## config.mk

```make
export PLATFORM = sky130hd
export DESIGN_NAME = id_ex_stage
export DESIGN_NICKNAME = d
export VERILOG_FILES = /design/src/rtl/id_ex_stage.sv
export SDC_FILE = /design/constraint.sdc
export NUM_CORES = 1
export LEC_CHECK = 0
export CORE_AREA = 3 3 181 183
export DETAILED_ROUTE_END_ITERATION = 10
export DIE_AREA = 0 0 184 186
export GPL_TIMING_DRIVEN = 0
export PLACE_DENSITY = 0.63
export SLEW_MARGIN = 5
export SYNTH_ARGS = -nofsm -noshare
export SYNTH_HDL_FRONTEND = slang
export SYNTH_SLANG_ARGS = --single-unit
```

## constraint.sdc

```tcl
create_clock -name clk -period 2.1 [get_ports clk]
set_input_delay 0.21 -clock clk [delete_from_list [all_inputs] [get_ports clk]]
set_output_delay 0.21 -clock clk [all_outputs]
set_load 0.05 [all_outputs]
```

## src/rtl/id_ex_stage.sv

```systemverilog
// rtl/id_ex_stage.sv - D/E pipeline register with M/W operand forwarding for the E-stage ALU
module id_ex_stage #(
   parameter logic [31:0] RESET_PC = 32'h0000_3000
) (
   input  logic        clk,
   input  logic        reset,
   input  logic        bubble,
   input  logic        hold,
   input  logic [31:0] id_pc,
   input  logic [31:0] id_instr,
   input  logic [31:0] id_rs_data,
   input  logic [31:0] id_rt_data,
   input  logic [31:0] id_ext_imm,
   input  logic [3:0]  id_alu_op,
   input  logic        id_alu_src_b,
   input  logic [4:0]  id_rs,
   input  logic [4:0]  id_rt,
   input  logic [4:0]  id_write_reg,
   input  logic [1:0]  id_tnew,
   input  logic [4:0]  m_fwd_addr,
   input  logic [31:0] m_fwd_data,
   input  logic        m_fwd_valid,
   input  logic [4:0]  w_fwd_addr,
   input  logic [31:0] w_fwd_data,
   input  logic        w_fwd_valid,
   output logic [31:0] alu_in_a,
   output logic [31:0] alu_in_b,
   output logic [3:0]  alu_op,
   output logic [31:0] ex_rt_fwd,
   output logic [31:0] ex_pc,
   output logic [31:0] ex_pc8,
   output logic [31:0] ex_instr,
   output logic [4:0]  ex_rs,
   output logic [4:0]  ex_rt,
   output logic [4:0]  ex_write_reg,
   output logic [1:0]  ex_tnew
);

   logic [31:0] pc_q, pc_d;
   logic [31:0] instr_q, instr_d;
   logic [31:0] rs_data_q, rs_data_d;
   logic [31:0] rt_data_q, rt_data_d;
   logic [31:0] ext_imm_q, ext_imm_d;
   logic [3:0]  alu_op_q, alu_op_d;
   logic        alu_src_b_q, alu_src_b_d;
   logic [4:0]  rs_q, rs_d;
   logic [4:0]  rt_q, rt_d;
   logic [4:0]  write_reg_q, write_reg_d;
   logic [1:0]  tnew_q, tnew_d;

   logic [31:0] rs_fwd;
   logic [31:0] rt_fwd;

   // Next-state selection: hold keeps everything, bubble inserts a nop, otherwise capture D.
   // The stored Tnew is already decremented so M sees the remaining latency directly.
   always_comb begin
      pc_d        = pc_q;
      instr_d     = instr_q;
      rs_data_d   = rs_data_q;
      rt_data_d   = rt_data_q;
      ext_imm_d   = ext_imm_q;
      alu_op_d    = alu_op_q;
      alu_src_b_d = alu_src_b_q;
      rs_d        = rs_q;
      rt_d        = rt_q;
      write_reg_d = write_reg_q;
      tnew_d      = tnew_q;
      if (hold) begin
         // keep current contents
      end else if (bubble) begin
         pc_d        = RESET_PC;
         instr_d     = 32'h0;
         rs_data_d   = 32'h0;
         rt_data_d   = 32'h0;
         ext_imm_d   = 32'h0;
         alu_op_d    = 4'h0;
         alu_src_b_d = 1'b0;
         rs_d        = 5'h0;
         rt_d        = 5'h0;
         write_reg_d = 5'h0;
         tnew_d      = 2'h0;
      end else begin
         pc_d        = id_pc;
         instr_d     = id_instr;
         rs_data_d   = id_rs_data;
         rt_data_d   = id_rt_data;
         ext_imm_d   = id_ext_imm;
         alu_op_d    = id_alu_op;
         alu_src_b_d = id_alu_src_b;
         rs_d        = id_rs;
         rt_d        = id_rt;
         write_reg_d = id_write_reg;
         tnew_d      = (id_tnew == 2'd0) ? 2'd0 : id_tnew - 2'd1;
      end
   end

   // E register bank with synchronous reset taking priority over hold and bubble.
   always_ff @(posedge clk) begin
      if (reset) begin
         pc_q        <= RESET_PC;
         instr_q     <= 32'h0;
         rs_data_q   <= 32'h0;
         rt_data_q   <= 32'h0;
         ext_imm_q   <= 32'h0;
         alu_op_q    <= 4'h0;
         alu_src_b_q <= 1'b0;
         rs_q        <= 5'h0;
         rt_q        <= 5'h0;
         write_reg_q <= 5'h0;
         tnew_q      <= 2'h0;
      end else begin
         pc_q        <= pc_d;
         instr_q     <= instr_d;
         rs_data_q   <= rs_data_d;
         rt_data_q   <= rt_data_d;
         ext_imm_q   <= ext_imm_d;
         alu_op_q    <= alu_op_d;
         alu_src_b_q <= alu_src_b_d;
         rs_q        <= rs_d;
         rt_q        <= rt_d;
         write_reg_q <= write_reg_d;
         tnew_q      <= tnew_d;
      end
   end

   // Operand forwarding: M beats W, register 0 always reads the captured GRF value.
   always_comb begin
      rs_fwd = rs_data_q;
      if (m_fwd_valid && (m_fwd_addr == rs_q) && (rs_q != 5'd0)) begin
         rs_fwd = m_fwd_data;
      end else if (w_fwd_valid && (w_fwd_addr == rs_q) && (rs_q != 5'd0)) begin
         rs_fwd = w_fwd_data;
      end
      rt_fwd = rt_data_q;
      if (m_fwd_valid && (m_fwd_addr == rt_q) && (rt_q != 5'd0)) begin
         rt_fwd = m_fwd_data;
      end else if (w_fwd_valid && (w_fwd_addr == rt_q) && (rt_q != 5'd0)) begin
         rt_fwd = w_fwd_data;
      end
   end

   assign alu_in_a     = rs_fwd;
   assign ex_rt_fwd    = rt_fwd;
   assign alu_in_b     = alu_src_b_q ? ext_imm_q : rt_fwd;
   assign alu_op       = alu_op_q;
   assign ex_pc        = pc_q;
   assign ex_pc8       = pc_q + 32'd8;
   assign ex_instr     = instr_q;
   assign ex_rs        = rs_q;
   assign ex_rt        = rt_q;
   assign ex_write_reg = write_reg_q;
   assign ex_tnew      = tnew_q;

endmodule

```

; Word-level counts from Yosys, hierarchy flattened
; Index checks and enable logic that the tools add are counted.
[op_classes]
n_addsub = 2
n_eq_ne = 4
n_mux = 17
reduce_logical = 11
[ops]
columns = op, n
row1 = two-way mux 32 bit, 10
row2 = "adder 32 x 4 -> 32 bit, second input constant", 1
row3 = == test 5 bit, 4
row4 = two-way mux 5 bit, 3
row5 = nonzero test 5 bit, 2
row6 = logical AND 1 bit, 8
row7 = two-way mux 2 bit, 2
row8 = two-way mux 4 bit, 1
row9 = logical NOT 2 bit, 1
row10 = "subtractor 2 x 1 -> 2 bit, second input constant", 1
row11 = two-way mux 1 bit, 1
[totals]
reg_bits = 182
input_bits = 262
wordCells = 45

; Depth between registers and ports, before layout
[depth]
word_depth = 6
mapped_depth = 7

; Worst setup path before layout
; Ideal clock, no wire load.
[synth_path]
kind = register to output
start = register pc_q[3] (netlist: ex_pc[3])
end = output ex_pc8[29]
arrival_ps = 3158
setup_slack_ps = -1268
stages_incl_launch_ff = 8
path_buffers = 1
cell_sequence = dfxtp_1 > ha_1 > nand3_1 > or4_1 > clkbuf_1 > nor4_4 > nand3_1 > xnor2_1
[synth_between]
elab_chain_cells = 1
[synth_lines]
columns = item, line
row1 = "start, declared", 39  ; logic [31:0] pc_q, pc_d;
row2 = "start signal, assigned", 112  ; pc_q <= pc_d;
row3 = adder 32 x 4 -> 32 bit, 147  ; assign ex_pc8 = pc_q + 32'd8;
row4 = "end, declared", 31  ; output logic [31:0] ex_pc8,
; No other way between the ends.

; Final worst setup path
[layout_path]
start = register rt_q[0] (netlist: ex_rt[0])
end = output alu_in_b[8]
[layout_between]
elab_chain_cells = 6
word_cells_on_any_way = 10
cone_classes = 2 x eq/ne / 3 x mux / 5 x reduce/logical
[layout_lines]
columns = item, line
row1 = "start, declared", 47  ; logic [4:0] rt_q, rt_d;
row2 = "start signal, assigned", 120  ; rt_q <= rt_d;
row3 = == test 5 bit, 137  ; end else if (w_fwd_valid && (w_fwd_addr == rt_q) && (rt_q != 5'd0)) begin
row4 = logical AND 1 bit (2 in series), 137
row5 = two-way mux 32 bit, 137
row6 = two-way mux 32 bit *, 135  ; if (m_fwd_valid && (m_fwd_addr == rt_q) && (rt_q != 5'd0)) begin
row7 = two-way mux 32 bit *, 144  ; assign alu_in_b = alu_src_b_q ? ext_imm_q : rt_fwd;
row8 = "end, declared", 27  ; output logic [31:0] alu_in_b,
; Every way passes the cells marked *; elsewhere a longest branch is shown, timed or not.

==> qor.txt <==
Slew Limit Fails - 0
Rel. slew slack - 42.0%
Mapped Area - 0.00888 sq mm
Yosys cell types - 39
Worst endpoint required time - 1.89 ns
Placed cell count - 1,935
WS Path Type - register to primary output
Worst Max-Slew Pin Slew - 0.871 ns
Nature of the critical path startpoint - register
Starting Density - 28.3%
Final worst slack - -0.807 ns
CP max FO - 8
Io pins - 475
Max_cap viols - 0
Synth async-reset ratio - 0%
DP HPWL - 35,400 um
Final Cycle Share - 138%
Total power - 9.91 mW
EDFF count, synth - 0
Clock Latency Late Sink - 0.43 ns
Num CTS Buffers - 17
Worst R2R End - alu_src_b_q$_SDFFE_PP0N_
Worst-path cell chain - or4_4 > o211ai_4 > buf_12 > or2_4 > buf_12 > buf_12 > a31oi_4 > mux2_4 > buf_8
Hold endpoint - ex_pc[12]$_SDFFE_PP1N_
Ys flop type - dfxtp_1
TritonCTS sink count - 182
FP Rows - 65
Hold Startpoint - hold
Hold_buf cts - 0
Min cycle time layout - 2.91 ns
Drc violations - 0
Routed wire length per instance - 23.5 um
Fmax - 344 MHz
R2r setup slk - 0.32 ns
Seq/Total Area, Yosys - 41.0%
Area of the die - 0.0342 sq mm
Post-Syn Instances - 1,061
CTS tree - yes
Port Buffers - 472
Most common cell after layout, fill and taps aside - clkdlybuf4s50_1
Avg Inst Size Synth - 8.37 sq um
Routed WL - 48,300 um
PD cells - 528 mW/mm^2
Max VDD drop - 0.000568 V
Gr usage total - 26.7%
Worst Reg-to-Reg Cells - 4
Synth warn - 0
Layout cells sized above 1 - 34.3%
CP most frequent cell - buf_12
Area Growth Syn to Fin - 111%
Hold depth - 4
NumNets Final - 1,904
Status - complete, but fails checks
Die W - 184 um
Endpoints failing hold - 0
Most frequent cells in the layout - clkdlybuf4s50_1, nor2_1, a22oi_1, dfxtp_1, buf_6
Fillcell total - 2,616
Worst clock skew - 0 ns
Crit end category - primary output
Hold Path Class - primary input to register
Setup TNS - -68.90 ns
Reg2Reg Launch Point - alu_src_b_q$_SDFFE_PP0N_
Core area - 0.0314 sq mm
Drt first pass iters - 6
Fin util - 59.8%
Vias/cell - 5.28
Post-Syn Nets - 1,324
Number of H-tree levels - 4
Crit-path slowest cell - or4_4
Congestion Overflow GR - 0
Arr. time, crit path - 2.70 ns
Failing checks - setup timing
Leakage Power - 7.06 nW
Worst path max stage delay - 0.57 ns
DR vias - 10.9k
Finished Layout Cells - 2,059
Synthesized flop and latch total - 182
GPL Wtd Cong - 0.870
DRT antenna net count - 0
Vias in the first global route - 10.7k
Root Driver - clkbuf_16
Setup repair after global routing missed its margin - yes
Clock Path Buffers - 2
Final setup fails - 112
Largest net degree at the start of global routing - 19
Starting DRT DRC Count - 682
First-pass GRT wire length - 69,000 um
Clock-pin slew on the worst setup and hold paths - 0.07 ns
Initial antenna violation count - 3
Hold_ws - 0.193 ns
Die Height - 186 um
cell families (layout without fill, tap and decap cells):
kind of cell	count (synthesis)	in the layout	synth area share [%]
DFF	182	182	41.0
and+or+nand+nor	378	378	19.4
buffers and inverters	112	705	5.10
adders and majority gates	1	1	0.141
AOI/OAI and AO/OA	279	279	22.2
other	0	3	0
xor gates and xnor gates	47	47	4.64
muxes	62	62	7.41
metal layers:
| metal | track usage, % | wire length (um) | up-vias |
|---|---|---|---|
| met3 | 4.85 | 2710 | 40 |
| li1 | - | - | 5041 |
| met2 | 46.3 | 24400 | 379 |
| met5 | 0 | 0 | - |
| met1 | 34.5 | 20400 | 5409 |
| met4 | 6.86 | 737 | 0 |
cell type report:
class,instances,area (sq um),area share [%]
flip-flops and latches,182,3730,19.9
clock buffers,19,433,2.31
repair buffers,565,6200,33.0
plain buffers,104,728,3.88
multi-input cells,767,7030,37.4
well taps,402,503,2.68
clock inverters,13,130,0.693
inverters,4,18.8,0.0999
diodes,3,7.51,0.0400
worst max-delay path, delay by kind of cell, from the launching register on:
family          cells  cell delay [ns]
mux                 1             0.30
compound gates      2             0.30
buf+inv             4             0.59
flops               1             0.35
simple gates        2             0.69
per-stage QoR:
step	setup slack (ns)	instance area, sq um
floorplan	-0.375	10600
global placement	-1.90	15800
detailed placement	-1.91	15800
CTS	-0.936	18000
global route	-0.903	18800
finish	-0.807	18800
synthesized netlist by cell type (2+ instances only):
library cell  count  area share, %
a21oi_1           3           0.17
a221oi_1          2           0.20
a22oi_1         177             15
a31oi_1          30            2.1
and3_1           34            2.4
and4_1            2           0.20
buf_2             8           0.45
buf_4             6           0.51
clkbuf_1         93            3.9
dfxtp_1         182             41
inv_1             4           0.17
mux2_2           30            3.8
mux2i_1          32            3.6
nand2_1          44            1.9
nand2b_1          3           0.21
nand3_1          39            2.2
nand4_1          10           0.70
nor2_1          195            8.2
nor3_1           32            1.8
nor4_1            2           0.14
nor4_2            2           0.28
o21ai_0          32            1.8
o22ai_1           2           0.14
o31ai_1          32            2.7
or2_2             4           0.28
or4_1             3           0.25
xnor2_1          36            3.6
xor2_1           11            1.1
worst max path at each step:
stage,start,end,slack [ns],depth (start not counted)
2_1_floorplan,ex_rt[0]$_SDFFE_PP0N_,alu_in_b[10],-0.38,7
3_5_place_dp,m_fwd_addr[3],alu_in_a[31],-1.91,8
3_3_place_gp,w_fwd_addr[3],alu_in_b[28],-1.90,8
6_report,ex_rt[0]$_SDFFE_PP0N_,alu_in_b[8],-0.81,9
4_1_cts,ex_rt[1]$_SDFFE_PP0N_,alu_in_b[22],-0.94,10
5_1_grt,ex_rt[1]$_SDFFE_PP0N_,alu_in_b[9],-0.90,9
report_power, final:
part	internal, mW	switching [mW]
Clock	1.59	1.65
Sequential	3.57	0.131
Combinational	1.36	1.61
timing repair:
item	CTS	global route
pin swaps	30	55
setup buffers	48	42
gates cloned	6	5
gates resized for setup	1027	135
setup endpoints to repair	209	189
Note: power is estimated with default switching activity, not from simulation.
